`src/rtl/tx_pkg.sv`:
```
// Shared types and constants for the transmit serializer.
// Holds the engine state encoding, the bit-stuffing run length and the run-counter helper.
package tx_pkg;

    localparam int unsigned STUFF_RUN = 6;
    localparam int unsigned ONES_W    = $clog2(STUFF_RUN + 1);

    typedef enum logic {
        IDLE  = 1'b0,
        SHIFT = 1'b1
    } tx_state_e;

    // Consecutive-ones counter update for one driven data bit, saturating at STUFF_RUN.
    function automatic logic [ONES_W-1:0] ones_next(
        input logic [ONES_W-1:0] cur,
        input logic              bit_v
    );
        if (!bit_v) begin
            return '0;
        end
        if (cur == ONES_W'(STUFF_RUN)) begin
            return cur;
        end
        return cur + ONES_W'(1);
    endfunction

endpackage

```
`src/rtl/tx_fifo.sv`:
```
// Synchronous word FIFO feeding the serializer.
// Pointers carry one extra wrap bit so full and empty are distinguishable.
module tx_fifo #(
    parameter int unsigned DATA_W = 8,
    parameter int unsigned DEPTH  = 4
) (
    input  logic                     clk,
    input  logic                     rst,
    input  logic                     push,
    input  logic                     pop,
    input  logic [DATA_W-1:0]        wdata,
    output logic [DATA_W-1:0]        rdata,
    output logic                     full,
    output logic                     empty,
    output logic [$clog2(DEPTH):0]   count
);

    localparam int unsigned AW = $clog2(DEPTH);

    logic [DATA_W-1:0] r_mem [DEPTH];
    logic [AW:0]       r_wr_ptr;
    logic [AW:0]       r_rd_ptr;
    logic              w_do_push;
    logic              w_do_pop;

    assign w_do_push = push && !full;
    assign w_do_pop  = pop && !empty;

    assign empty = (r_wr_ptr == r_rd_ptr);
    assign full  = (r_wr_ptr[AW] != r_rd_ptr[AW]) &&
                   (r_wr_ptr[AW-1:0] == r_rd_ptr[AW-1:0]);
    assign count = r_wr_ptr - r_rd_ptr;
    assign rdata = r_mem[r_rd_ptr[AW-1:0]];

    always_ff @(posedge clk) begin
        if (rst) begin
            r_wr_ptr <= '0;
            r_rd_ptr <= '0;
        end else begin
            if (w_do_push) begin
                r_wr_ptr <= r_wr_ptr + (AW+1)'(1);
            end
            if (w_do_pop) begin
                r_rd_ptr <= r_rd_ptr + (AW+1)'(1);
            end
        end
    end

    // Storage needs no reset: contents are only read behind the pointers.
    always_ff @(posedge clk) begin
        if (w_do_push) begin
            r_mem[r_wr_ptr[AW-1:0]] <= wdata;
        end
    end

endmodule

```
`src/rtl/tx_serializer.sv`:
```
// Parallel-to-serial transmit engine: word FIFO, strobe-paced shifter and optional bit stuffing.
// Words stream back-to-back; the line returns to IDLE_LEVEL with a done or underrun pulse.
module tx_serializer
    import tx_pkg::*;
#(
    parameter int unsigned DATA_W     = 8,
    parameter int unsigned DEPTH      = 4,
    parameter bit          MSB_FIRST  = 1'b0,
    parameter bit          STUFF_EN   = 1'b1,
    parameter logic        IDLE_LEVEL = 1'b1
) (
    input  logic              clk,
    input  logic              rst,
    input  logic              shift_strobe,
    input  logic              in_valid,
    input  logic [DATA_W-1:0] in_data,
    output logic              in_ready,
    input  logic              eop,
    output logic              serial_out,
    output logic              tx_active,
    output logic              stuffed,
    output logic              done,
    output logic              underrun
);

    localparam int unsigned CNT_W = $clog2(DEPTH) + 1;
    localparam int unsigned BL_W  = $clog2(DATA_W);

    tx_state_e         r_state;
    logic [DATA_W-1:0] r_shreg;
    logic [BL_W-1:0]   r_bits_left;
    logic [ONES_W-1:0] r_ones;
    logic              r_eop_pending;
    logic              r_serial;
    logic              r_tx_active;
    logic              r_stuffed;
    logic              r_done;
    logic              r_underrun;

    logic              w_push;
    logic              w_pop;
    logic              w_full;
    logic              w_empty;
    logic [CNT_W-1:0]  w_count;
    logic [DATA_W-1:0] w_rdata;
    logic              w_load_bit;
    logic [DATA_W-1:0] w_load_rest;
    logic              w_next_bit;
    logic [DATA_W-1:0] w_shift_rest;
    logic              w_stuff_now;
    logic              w_word_end;
    logic              w_finish;
    logic              w_done_now;
    logic              w_eop_take;

    tx_fifo #(
        .DATA_W (DATA_W),
        .DEPTH  (DEPTH)
    ) u_fifo (
        .clk   (clk),
        .rst   (rst),
        .push  (w_push),
        .pop   (w_pop),
        .wdata (in_data),
        .rdata (w_rdata),
        .full  (w_full),
        .empty (w_empty),
        .count (w_count)
    );

    assign in_ready = (w_count < CNT_W'(DEPTH));
    assign w_push   = in_valid && in_ready;

    // Bit selection for a freshly loaded word and for the word in flight.
    assign w_load_bit   = MSB_FIRST ? w_rdata[DATA_W-1] : w_rdata[0];
    assign w_load_rest  = MSB_FIRST ? (w_rdata << 1) : (w_rdata >> 1);
    assign w_next_bit   = MSB_FIRST ? r_shreg[DATA_W-1] : r_shreg[0];
    assign w_shift_rest = MSB_FIRST ? (r_shreg << 1) : (r_shreg >> 1);

    assign w_stuff_now = STUFF_EN && (r_ones == ONES_W'(STUFF_RUN));
    assign w_word_end  = (r_state == SHIFT) && !w_stuff_now && (r_bits_left == '0);
    assign w_pop       = shift_strobe && !w_empty && ((r_state == IDLE) || w_word_end);
    assign w_finish    = shift_strobe && w_word_end && w_empty;
    assign w_done_now  = w_finish && r_eop_pending;

    // eop marks a word already queued, one written now, or the word still on the line.
    assign w_eop_take = eop && (w_push || !w_empty || ((r_state == SHIFT) && !w_finish));

    always_ff @(posedge clk) begin
        if (rst) begin
            r_state       <= IDLE;
            r_shreg       <= '0;
            r_bits_left   <= '0;
            r_ones        <= '0;
            r_eop_pending <= 1'b0;
            r_serial      <= IDLE_LEVEL;
            r_tx_active   <= 1'b0;
            r_stuffed     <= 1'b0;
            r_done        <= 1'b0;
            r_underrun    <= 1'b0;
        end else begin
            r_stuffed  <= 1'b0;
            r_done     <= 1'b0;
            r_underrun <= 1'b0;

            if (w_eop_take) begin
                r_eop_pending <= 1'b1;
            end else if (w_done_now) begin
                r_eop_pending <= 1'b0;
            end

            if (shift_strobe) begin
                case (r_state)
                    IDLE: begin
                        if (!w_empty) begin
                            r_shreg     <= w_load_rest;
                            r_serial    <= w_load_bit;
                            r_tx_active <= 1'b1;
                            r_bits_left <= BL_W'(DATA_W - 1);
                            r_ones      <= ones_next('0, w_load_bit);
                            r_state     <= SHIFT;
                        end else begin
                            r_serial    <= IDLE_LEVEL;
                            r_tx_active <= 1'b0;
                            r_ones      <= '0;
                        end
                    end
                    SHIFT: begin
                        if (w_stuff_now) begin
                            r_serial  <= 1'b0;
                            r_stuffed <= 1'b1;
                            r_ones    <= '0;
                        end else if (r_bits_left != '0) begin
                            r_serial    <= w_next_bit;
                            r_shreg     <= w_shift_rest;
                            r_bits_left <= r_bits_left - BL_W'(1);
                            r_ones      <= ones_next(r_ones, w_next_bit);
                        end else if (!w_empty) begin
                            r_shreg     <= w_load_rest;
                            r_serial    <= w_load_bit;
                            r_bits_left <= BL_W'(DATA_W - 1);
                            r_ones      <= ones_next(r_ones, w_load_bit);
                        end else begin
                            r_serial    <= IDLE_LEVEL;
                            r_tx_active <= 1'b0;
                            r_ones      <= '0;
                            r_done      <= r_eop_pending;
                            r_underrun  <= !r_eop_pending;
                            r_state     <= IDLE;
                        end
                    end
                    default: r_state <= IDLE;
                endcase
            end
        end
    end

    assign serial_out = r_serial;
    assign tx_active  = r_tx_active;
    assign stuffed    = r_stuffed;
    assign done       = r_done;
    assign underrun   = r_underrun;

endmodule

```
`config.mk`:
```
export PLATFORM = sky130hd
export DESIGN_NAME = tx_serializer
export DESIGN_NICKNAME = d
export VERILOG_FILES = /design/src/rtl/tx_pkg.sv /design/src/rtl/tx_fifo.sv /design/src/rtl/tx_serializer.sv
export SDC_FILE = /design/constraint.sdc
export NUM_CORES = 1
export LEC_CHECK = 0
export CAP_MARGIN = 10
export CORE_MARGIN = 2
export CORE_UTILIZATION = 52
export DETAILED_ROUTE_END_ITERATION = 12
export PLACE_DENSITY = 0.82
export SLEW_MARGIN = 10
export SYNTH_ARGS = -nofsm -noshare
export SYNTH_HDL_FRONTEND = slang
export SYNTH_HIERARCHICAL = 1
export SYNTH_SLANG_ARGS = --single-unit
```
`constraint.sdc`:
```
create_clock -name clk -period 2.48 [get_ports clk]
set_input_delay 0.496 -clock clk [delete_from_list [all_inputs] [get_ports clk]]
set_output_delay 0.496 -clock clk [all_outputs]
set_load 0.03 [all_outputs]
```
# After elaboration in Yosys (flattened, before gate mapping)

Memory sizes are Yosys's and may differ from the RTL's. A register that Yosys moved wholly into a read port is not among the register bits.
Cells that the tools add are included.

Register bits: 27
RAM bits: 32
Input port bits: 13
Output and inout port bits: 6
Logic and storage cells: 125
Memories kept: 1

Add/sub/neg operators: 5
Magnitude comparators: 1
Eq/ne operators: 7
Mux-type cells: 68
Bitwise gates (word level): 3
Reduce and logical (&&, ||, !) cells: 28

Memories:

| memory       | words | width | read ports | clocked after Yosys merged registers in | wr ports | line          | text |
|---|---|---|---|---|---|---|---|
| u_fifo.r_mem | 4     | 8     | 1          | 1                                       | 1        | tx_fifo.sv:20 | `logic [DATA_W-1:0] r_mem [DEPTH];` |

Operators with widths:

| operator                                                            | count |
|---|---|
| 1-bit two-way mux                                                   | 43 |
| 3-bit two-way mux                                                   | 14 |
| 8-bit two-way mux                                                   | 3 |
| 8-bit one-hot mux with 2 select lines                               | 1 |
| 1-bit logical AND                                                   | 13 |
| 3-bit one-hot mux with 2 select lines                               | 2 |
| 3-bit by 1-bit adder with 3-bit output (second input constant)      | 3 |
| 1-bit one-hot mux with 2 select lines                               | 3 |
| 6-bit OR reduction                                                  | 1 |
| 1-bit logical NOT                                                   | 5 |
| 2-bit two-way mux                                                   | 2 |
| 2-bit != test (second input constant)                               | 2 |
| 4-bit AND reduction                                                 | 1 |
| 3-bit == test                                                       | 1 |
| 3-bit == test (second input constant)                               | 1 |
| 3-bit logical NOT                                                   | 1 |
| 1-bit logical OR                                                    | 3 |
| 3-bit less-than comparator (second input constant)                  | 1 |
| 1-bit NOT                                                           | 3 |
| 3-bit nonzero test                                                  | 1 |
| 3-bit OR reduction                                                  | 1 |
| 3-bit by 1-bit subtractor with 3-bit output (second input constant) | 1 |
| 3-bit subtractor                                                    | 1 |
| 2-bit == test                                                       | 1 |
| other kinds (4)                                                     | 4 |

# Depth between registers and ports, before layout

Depth in word-level cells: 20
Depth in mapped cells: 11
Depth with buffers taken out: 10

# Cells and area by module

Netlist, hierarchy kept.

By module, submodules not included:

| module        | times used | cells an instance | area each (sq um) | seq. area each (sq um) |
|---|---|---|---|---|
| tx_fifo       | 1          | 108               | 1761.7            | 1121.1 |
| tx_serializer | 1          | 115               | 1058.5            | 420.4 |

# Worst setup path before layout

No wires, ideal clock.

Kind: flip-flop to flip-flop
From: reg u_fifo.r_wr_ptr[0]
To: mem u_fifo.r_mem[3][0] (enable)
Library setup time: 0.332 ns
Arrival: 2.031 ns
Required time: 2.148 ns
Setup slack: 0.118 ns
Cell stages (with the launch flop): 9
Buffers on the path: 0
Clock period less this slack: 2.362 ns
Cells stage by stage: dfxtp_1 -> inv_1 -> ha_1 -> inv_1 -> fa_1 -> xnor2_1 -> nor2b_1 -> a21boi_1 -> and2_1

Word-level cells in the longest chain between the ends: 6
Elaborated cells between the ends (all ways): 9
Classes of those cells: 1 x add/sub; 1 x order compare; 1 x eq/ne; 2 x mux; 4 x reduce/logical

RTL lines:

| item                                    | line                | text |
|---|---|---|
| start: declaration                      | tx_fifo.sv:21       | `logic [AW:0] r_wr_ptr;` |
| start signal: assignment                | tx_fifo.sv:41       | `r_wr_ptr <= r_wr_ptr + (AW+1)'(1);` |
| 3-bit subtractor                        | tx_fifo.sv:32       | `assign count = r_wr_ptr - r_rd_ptr;` |
| named net w_count[2]                    | tx_serializer.sv:44 | `logic [CNT_W-1:0] w_count;` |
| 3-bit less-than comparator              | tx_serializer.sv:71 | `assign in_ready = (w_count < CNT_W'(DEPTH));` |
| 1-bit logical AND                       | tx_serializer.sv:72 | `assign w_push = in_valid && in_ready;` |
| named net w_push                        | tx_serializer.sv:40 | `logic w_push;` |
| 1-bit logical AND                       | tx_fifo.sv:26       | `assign w_do_push = push && !full;` |
| 1-bit two-way mux                       | tx_fifo.sv:51       | `if (w_do_push) begin` |
| 1-bit two-way mux (not written as such) | tx_fifo.sv:52       | `r_mem[r_wr_ptr[AW-1:0]] <= wdata;` |
| end: declaration                        | tx_fifo.sv:20       |  |

The timed path passes the listed nets, and every way through them passes these cells.

# Final worst setup path

From: reg u_fifo.r_wr_ptr[0]
To: out in_ready

Word-level cells in the longest chain between the ends: 2

RTL lines:

| item                       | line                | text |
|---|---|---|
| 3-bit subtractor           | tx_fifo.sv:32       |  |
| named net w_count[2]       | tx_serializer.sv:44 |  |
| 3-bit less-than comparator | tx_serializer.sv:71 |  |
| end: declaration           | tx_serializer.sv:17 | `output logic in_ready,` |

The timed path passes the listed nets, and every way through them passes these cells.

==> results <==
- The run finished with clean final reports.
- The worst path meets setup with 0.08781 ns of slack.
- The via-per-instance ratio is 5.763.
- Global routing finished with a remaining overflow of 0.
- Setup slack on the worst reg-to-reg path comes out at 0.13 ns.
- The longest clock path from root to sink contains 2 buffers.
- The cell family contributing the most delay on the critical path is adder cells.
- The number of antenna repair diodes is 0.
- The critical path contains buffers and inverters numbering 4 combined.
- The critical path goes through inv_1 > ha_1 > inv_1 > fa_1 > xnor2_2 > inv_1 > buf_4.
- The number of nets still failing antenna checks after routing is 0.
- The switching fraction of total power is 34.80%.
- The routed design has 5311 um of wire.
- The required time at the worst-slack endpoint is 1.98 ns.
- After synthesis, the mean cell area works out to 12.73 um^2.
- The filler cells instantiated in the layout total 371.
- Summing all flip-flop and latch instances after layout gives 1541 um^2.
- Cells fill 63.40% of the core in the end.
- At the pin with the least slew margin, the transition time is 0.6174 ns.
- After detailed routing, the number of remaining DRC violations is 0.
- Clock tree synthesis found a total of 61 sinks.
- The post-CTS clock slew at the launch and capture registers of the worst setup and hold paths is 0.06 ns.
- At the worst endpoint, the arrival time is 1.90 ns.
- The slowest stage of the critical path belongs to the cell fa_1.
- In the final layout, the share of cells above drive strength 1 is 22.31%.
- The iteration count of the initial detailed-routing pass is 4.
- The count of max-cap constraint violations is 0.
- The H-tree was split into 3 levels.
- The portion of total power attributed to the clock network is 23.8%.
- The cell count after synthesis is 221.
- The initial standard-cell utilization of the core is 54.38%.
- The per-cell routed wire length is 16.55 um.
- TritonCTS built the clock tree.
- The combined area of the multi-input logic cells is 1151 um^2.
- Counting every net in the synthesized netlist gives 246.
- The finished layout holds 321 standard cells, fillers aside.
- The kind of launch point of the worst setup path is a register.
- The worst setup path is of the register to output pin kind.
- Post-CTS timing repair inserted 0 buffers for setup.
- The first global-routing pass estimated 9094 um of wire.
- The worst path uses 96.46% of the clock period.
- The cell area that synthesis handed to floorplanning was 2813 um^2.
- From left edge to right edge, the die measures 77.55 um.
- After routing the design area is 3279 um^2.
- The power density over the cells is 1080 nW/um^2.
- For this design the static power due to leakage is 1.156 nW.
- The overall die height is 77.55 um.
- The worst path in the final design needs a cycle of 2.392 ns, including I/O delays and setup.
- The internal power contribution is 2.310 mW.
- In the layout the commonest cells are 32 x edfxtp_1, 29 x dfxtp_1, 21 x inv_1.
- The detailed router placed 1,850 vias in this run.
- Before CTS, the worst setup slack after placement is 0.03904 ns.
- Measured against its own limit, the worst slew margin works out to 58.71%.
- For this design the total switching power over the nets is 1.233 mW.
- The number of I/O pins is 19.
- The die area is 6013 um^2.
- The initial detailed-routing violation count is 151.
- The placed instances occupy a cell area of 3077 um^2.
- In the final timing run, aggregate negative setup slack is 0 ns.
- Clock skew on the completed layout was measured at 0.01040 ns.
- The final weighted congestion of routability-driven global placement is 0.8131.
- The final-report setup violation count is 0.
- The library cell used as clock root buffer is clkbuf_8.
- VDD sags by at most 496.5 uV.
- The initial antenna violation count is 0.
- The clock latency of the later-clocked register in the worst-skew pair is 0.33 ns.
- The number of placed instances, taps included, is 306.
- The floorplan step defined a core boundary enclosing 5172 um^2.
- The synthesis-to-finish area growth is 16.59%.
- The worst setup path is captured at an output pin.
- The total global routing track utilization is 19.66%.
- The largest net degree at the start of global routing is 22.
- The most frequent standard cell in the layout excluding fill and tap cells is edfxtp_1.
- The biggest cell delay along the critical path is 0.46 ns.
- The worst min-delay path class is register to register.
- Derived from the worst setup path, the maximum achievable clock frequency is 418.0 MHz.
- The count of buffers added on input and output ports is 18.
- The final max-slew violation count was 0.
- The via count of the first global-routing pass is 1,859.
- The detailed placement HPWL is 3829 um.
- The number of hold buffers added after cts is 0.
- After floorplanning, the core was divided into 26 placement rows.
- The number of failing hold endpoints at the final stage was 0.
- The share of total power in combinational logic is 34.6%.
- Of all nets on the critical path, the largest fanout is 5.
- Counting stages on the worst path, the most repeated cell is inv_1.
- The total of warnings raised by yosys is 6.
- The number of buffers created by CTS is 9.
- Sequential cells account for 41.7% of the total power.
- The number of nets in the final layout is 272.
[registers in the layout, indices dropped and copies added, names as in the netlist, named ones only]
| register | count |
|---|---|
| done | 1 |
| r_bits_left | 3 |
| r_eop_pending | 1 |
| r_ones | 3 |
| r_shreg | 8 |
| r_state | 1 |
| serial_out | 1 |
| stuffed | 1 |
| tx_active | 1 |
| u_fifo/r_mem | 32 |
| u_fifo/r_rd_ptr | 3 |
| u_fifo/r_wr_ptr | 3 |
| underrun | 1 |
[metrics by stage]
step | total power [mW] | hold slack (ns)
2_1_floorplan | 2.370 | 0.4129
3_3_place_gp | 2.654 | 0.4263
3_5_place_dp | 2.704 | 0.4329
4_1_cts | 3.554 | 0.4555
5_1_grt | 3.779 | 0.4638
6_report | 3.543 | 0.4517
[layer usage]
layer	vias to the layer above	share of wire (%)	track usage, %
met3	5	3.8	5.233
met4	0	1.2	7.500
met5	-	0	0
li1	890	-	-
met1	918	45	26.24
met2	37	50	30.87
[area by class of cell]
cell class                      instances  share of cell area [%]
Clock inverter                          5                   1.908
Timing Repair Buffer                   25                   7.020
Clock buffer                           10                   3.892
Multi-Input combinational cell        129                   35.10
Inverter                               21                   2.404
Tap cell                               70                   2.671
Sequential cell                        61                   47.00
[path summary, 6_finish.rpt]
kind | startpoint | endpoint | cells past startpoint
max | u_fifo/r_wr_ptr[0]$_SDFFE_PP0P_ | in_ready | 7
min | r_eop_pending$_SDFFE_PP0P_ | underrun$_SDFF_PP0_ | 1
max reg2reg | u_fifo/r_wr_ptr[0]$_SDFFE_PP0P_ | u_fifo/r_mem[0][6]$_DFFE_PP_ | 8
min reg2reg | r_eop_pending$_SDFFE_PP0P_ | underrun$_SDFF_PP0_ | 1
[power by group through the flow]
stage	clock network (mW)	registers (mW)	logic, mW
after detailed placement	0	1.49	1.21
after global routing	0.913	1.50	1.36
final	0.842	1.48	1.23
after global placement	0	1.48	1.17
after CTS	0.860	1.47	1.22
after floorplan	0	1.45	0.922
[what timing repair did]
| item | CTS | global route |
|---|---|---|
| resized for setup | 0 | 5 |
| endpoints found under the setup margin | 0 | 33 |
| endpoints found under the hold margin | 0 | 0 |
(Power assumes the default switching activity.)
